`config.mk`:
```
export PLATFORM = sky130hd
export DESIGN_NAME = enum_safe_cast_stream
export DESIGN_NICKNAME = d
export VERILOG_FILES = /design/src/rtl/enum_safe_cast_stream.sv
export SDC_FILE = /design/constraint.sdc
export NUM_CORES = 1
export LEC_CHECK = 0
export CAP_MARGIN = 20
export CORE_MARGIN = 5
export CORE_UTILIZATION = 32
export CTS_CLUSTER_DIAMETER = 40
export DETAILED_ROUTE_END_ITERATION = 12
export PLACE_DENSITY = 0.77
export SETUP_SLACK_MARGIN = 0.5
export SLEW_MARGIN = 0
export SYNTH_ARGS = -nofsm -noshare
export SYNTH_HDL_FRONTEND = slang
export SYNTH_SLANG_ARGS = --single-unit
```
`constraint.sdc`:
```
create_clock -name clock -period 0.95 [get_ports clock]
set_input_delay 0.095 -clock clock [delete_from_list [all_inputs] [get_ports clock]]
set_output_delay 0.095 -clock clock [all_outputs]
set_load 0.03 [all_outputs]
```
`src/rtl/enum_safe_cast_stream.sv`:
```
// Streaming UInt->enum cast: one valid/ready register stage with a legality check against LEGAL_VALS.
// Define ENUM_CAST_STATS_EN to build err_sticky/illegal_cnt/total_cnt; otherwise they are tied to zero.
module enum_safe_cast_stream #(
  parameter int unsigned                  WIDTH      = 7,
  parameter int unsigned                  NUM_VALS   = 5,
  parameter logic [NUM_VALS*WIDTH-1:0]    LEGAL_VALS = {7'd101, 7'd100, 7'd2, 7'd1, 7'd0},
  parameter bit                           STRICT     = 1'b0,
  parameter int unsigned                  CNT_W      = 16,
  localparam int unsigned                 IDX_W      = (NUM_VALS > 1) ? $clog2(NUM_VALS) : 1
) (
  input  logic             clock,
  input  logic             reset,
  input  logic             in_valid,
  output logic             in_ready,
  input  logic [WIDTH-1:0] in_data,
  output logic             out_valid,
  input  logic             out_ready,
  output logic [WIDTH-1:0] out_data,
  output logic             out_legal,
  output logic [IDX_W-1:0] out_index,
  input  logic             clr_stats,
  output logic             err_sticky,
  output logic [CNT_W-1:0] illegal_cnt,
  output logic [CNT_W-1:0] total_cnt
);

  logic             r_valid;
  logic [WIDTH-1:0] r_data;
  logic             r_legal;
  logic [IDX_W-1:0] r_index;

  logic             w_match;
  logic [IDX_W-1:0] w_index;
  logic             w_accept;
  logic             w_load;

  // Scan from the top entry down so the lowest matching index is the one left standing.
  always_comb begin
    w_match = 1'b0;
    w_index = '0;
    for (int unsigned i = NUM_VALS; i > 0; i--) begin
      if (in_data == LEGAL_VALS[(i-1)*WIDTH +: WIDTH]) begin
        w_match = 1'b1;
        w_index = IDX_W'(i - 1);
      end
    end
  end

  assign in_ready = !r_valid || out_ready;
  assign w_accept = in_valid && in_ready;
  assign w_load   = w_accept && (w_match || !STRICT);

  always_ff @(posedge clock) begin
    if (!reset) begin
      r_valid <= 1'b0;
      r_data  <= '0;
      r_legal <= 1'b0;
      r_index <= '0;
    end else if (w_load) begin
      r_valid <= 1'b1;
      r_data  <= in_data;
      r_legal <= w_match;
      r_index <= w_index;
    end else if (out_ready) begin
      r_valid <= 1'b0;
    end
  end

  assign out_valid = r_valid;
  assign out_data  = r_data;
  assign out_legal = r_legal;
  assign out_index = r_index;

`ifdef ENUM_CAST_STATS_EN
  logic             r_sticky;
  logic [CNT_W-1:0] r_illegal;
  logic [CNT_W-1:0] r_total;
  logic             w_illegal_acc;

  assign w_illegal_acc = w_accept && !w_match;

  // A clear coinciding with an accepted beat restarts the counts at that beat.
  always_ff @(posedge clock) begin
    if (!reset) begin
      r_sticky  <= 1'b0;
      r_illegal <= '0;
      r_total   <= '0;
    end else if (clr_stats) begin
      r_sticky  <= w_illegal_acc;
      r_illegal <= CNT_W'(w_illegal_acc);
      r_total   <= CNT_W'(w_accept);
    end else begin
      if (w_illegal_acc)
        r_sticky <= 1'b1;
      if (w_illegal_acc && (r_illegal != '1))
        r_illegal <= r_illegal + CNT_W'(1);
      if (w_accept && (r_total != '1))
        r_total <= r_total + CNT_W'(1);
    end
  end

  assign err_sticky  = r_sticky;
  assign illegal_cnt = r_illegal;
  assign total_cnt   = r_total;
`else
  logic w_unused_clr;
  assign w_unused_clr = clr_stats;
  assign err_sticky   = 1'b0;
  assign illegal_cnt  = '0;
  assign total_cnt    = '0;
`endif

endmodule
```
==> key figures <==
STA
  – Final Worst Setup Slack: -0.2307 ns
  – Number of max-slew violations in the final report: 0
  – Minimum clock period: 1.181 ns
  – Crit share post-route: 124.3%
  – Setup violations, final: 13
  – RSZ-0062 raised after global routing: true
  – Top achievable clock speed: 847.0 MHz
  – Final-report hold violation count: 0
  – Worst hold slack after final layout: 0.4771 ns
  – Maximum clock skew at final layout: 0.002749 ns

Critical path
  – CP Launch Type: flop
  – Arrival time at the worst endpoint: 1.09 ns
  – Critical register-to-register path endpoint: out_index[1]
  – Element type at the critical path end: primary output
  – CP startpoint: out_valid
  – Reg-to-reg critical path startpoint: out_valid
  – Type of the worst setup path: reg2out
  – Largest fanout on the critical path: 2
  – Cell count of the worst reg-to-reg path: 5
  – Required time of the worst setup path: 0.85 ns
  – Reg2reg setup slack: -0.18 ns
  – Critical Path Sink: in_ready

Logic synthesis
  – Portion of synthesized cell area occupied by the leading cell type: 29.87%
  – Count of cell types in the netlist: 25
  – Most numerous cell types in the synthesized netlist: 34 x buf_4, 12 x dfxtp_1, 8 x o21ai_0, 7 x a21boi_0, 7 x nand3_1
  – Proportion of synthesized chip area in sequential cells: 28.11%
  – Warning count from the yosys run: 0
  – Dominant register cell in the synthesized netlist: dfxtp_1
  – Cell Area, Synth: 854.6 um^2
  – Biggest area contributors in the synthesized netlist: buf_4 30%, dfxtp_1 28%, a21boi_0 6.1%
  – Number of enable flip-flop cells after synthesis: 0
  – Per-instance average area after synthesis: 8.902 um^2
  – Most repeated cell in the gate-level netlist after synthesis: buf_4
  – Synthesis-stage register bit count: 12
  – Asr flop ratio synth: 0%
  – Biggest area consumer among synthesized cells: buf_4
  – Synthesized instance count: 96

Status
  – Result of the run: finished with violations
  – Violated checks: setup timing

Die
  – Number of placed I/O pins: 58
  – Die outline area: 0.003804 mm^2
  – Placement row count: 18
  – Height of the die: 61.68 um
  – Width of the die: 61.68 um
  – Core area: 0.002522 mm^2
  – Starting density of the core: 33.88%

Drt
  – Post-route ant nets: 0
  – Total length of routed met3 wires: 241 um
  – Drt first pass iters: 2
  – Met2 wire length: 908 um
  – Routed length per instance: 11.63 um
  – Metal1 wirelength: 766 um
  – DR iter-0 viols: 3
  – Total wire length after detailed routing: 1930 um
  – Count of unresolved DRC violations after routing: 0
  – Average via count per standard cell: 4.199
  – Overall via count from detail_route: 697
  – Highest routing layer actually used: met4

CTS
  – H-tree depth: 1
  – Clock tree root buffer cell: clkbuf_4
  – Clock buffer depth: 2
  – Number of buffers inserted during clock tree synthesis: 3
  – Clock-pin transition on the worst setup and hold timing paths: 0.07 ns
  – Hold bufs inserted after CTS: 0
  – CTS Sinks: 12
  – TritonCTS clock tree: built
  – Clock insertion delay at the later pin of the skew report: 0.27 ns

Global routing
  – Via count of the first global-routing pass: 706
  – First-pass GRT wire length: 3070 um
  – Number of antenna violations at the first check in global routing: 0
  – Maximum number of pins on one net before global-route repair: 11
  – Global-route total usage across every layer: 10.98%
  – Residual overflow from global routing: 0

Flow run
  – MaxCap Viol Count: 0

Power
  – Reported net switching power: 0.0005141 W
  – Peak ir drop on the vdd network: 0.0008199 V
  – Switching power as a share of total power: 38.28%
  – Clock share of power: 23.4%
  – Power per cell area: 1074 mW/mm^2
  – Share of power burned in combinational logic: 38.1%
  – Leakage power of the design: 0.5435 nW
  – Reg power frac: 38.4%
  – Internal power: 0.0008289 W

Cells and area
  – Filler instances: 244
  – Post-route cell area: 0.001250 mm^2
  – Share of final-layout standard cells stronger than drive strength 1: 46.32%
  – Diode insertion count for antenna repair: 0
  – Count of nets after finishing: 150
  – Layout overhead on the synthesized area: 46.27%

Hold path
  – Min-delay worst type: reg2reg

Placement
  – Worst slack after detailed placement: -0.3622 ns
  – Post-detailed-placement cell area: 0.001141 mm^2
  – HPWL after detailed placement: 1600 um
  – Final RePlAce weighted congestion: 0.7812
  – Port Buf Inserts: 23
-- critical path, cell delays in order (launching register included) --
cell and delay, ns:
dfxtp_4 0.34, nor2b_4 0.17, clkinv_4 0.06, buf_6 0.11
buf_6 0.13
-- registers in the layout (all words and copies together), names as in the netlist --
name and flops:
out_data 7, out_index 3, out_valid 1, out_legal 1
-- metrics by stage --
stage               power [W]  TNS (ns)  cells  util (%)
floorplan           0.0009521    -1.566    128         -
global placement    0.0009948    -3.500    160     45.24
detailed placement   0.001003    -3.870    160     45.24
CTS                  0.001361    -1.740    166     49.55
global route         0.001431    -2.246    166     49.55
finish               0.001343    -1.729    166     49.55
-- final cells by class --
type,instances,area [um^2],area share (%)
clock buffer,3,22.52,1.802
inverter,5,23.77,1.902
multi-input combinational,74,471.7,37.74
sequential,12,285.3,22.82
tap,30,37.54,3.003
timing repair buffer,42,409.1,32.73
-- worst min-delay path by stage --
stage,startpoint,to,depth (start not counted)
floorplan,in_data[0],out_index[1],1
global placement,out_index[1],out_index[1],2
detailed placement,out_index[1],out_index[1],2
CTS,out_index[1],out_index[1],2
global route,out_index[1],out_index[1],2
finish,out_index[1],out_index[1],2
-- layer usage --
layer,vias to the layer above,global-route usage [%]
met1,315,13.08
met5,-,0
met3,2,4.193
met2,37,18.09
li1,343,-
met4,0,3.636
-- cell families after synthesis --
family / after synthesis / share of synthesized area, %
muxes: 1 / 1.171
AOI/OAI and AO/OA: 23 / 19.91
other: 1 / 0.4388
and+or+nand+nor: 17 / 14.64
DFF: 12 / 28.11
buffers and inverters: 42 / 35.72
-- repair_timing --
item                                    in CTS  in global routing
endpoints found under the hold margin        0                  0
gates resized for setup                     18                  2
pin swaps                                    3                  1
endpoints found under the setup margin      25                 25
cloned                                       0                  0
buffers inserted                             3                  0
-- power by group through the flow --
stage / logic (W) / clock network, W / registers (W)
3_5_place_dp: 0.000477 / 0 / 0.000525
2_1_floorplan: 0.000384 / 0 / 0.000568
4_1_cts: 0.000510 / 0.000334 / 0.000517
6_report: 0.000512 / 0.000315 / 0.000516
5_1_grt: 0.000544 / 0.000368 / 0.000520
3_3_place_gp: 0.000470 / 0 / 0.000525
-- cells in the final DEF (no fill, tap or decap) --
| cell | n |
|---|---|
| clkbuf_4 | 3 |
| nand3_2 | 7 |
| inv_1 | 4 |
| buf_12 | 1 |
| a21oi_1 | 1 |
| nand4_4 | 1 |
| nor3_1 | 1 |
| and4b_2 | 1 |
| o21ai_1 | 4 |
| nand4_1 | 1 |
| nor3b_1 | 1 |
| conb_1 | 33 |
| o32ai_1 | 1 |
| mux2i_1 | 1 |
| clkdlybuf4s50_1 | 10 |
| dfxtp_4 | 12 |
| buf_4 | 16 |
| o32ai_2 | 2 |
| buf_6 | 15 |
| a21boi_0 | 2 |
| nor3_2 | 1 |
| nor2b_4 | 1 |
| o21ai_4 | 1 |
| nor2_1 | 2 |
| clkinv_4 | 1 |
| and3_2 | 1 |
| o21ai_0 | 4 |
| a21boi_1 | 8 |
(Power assumes the default switching activity.)
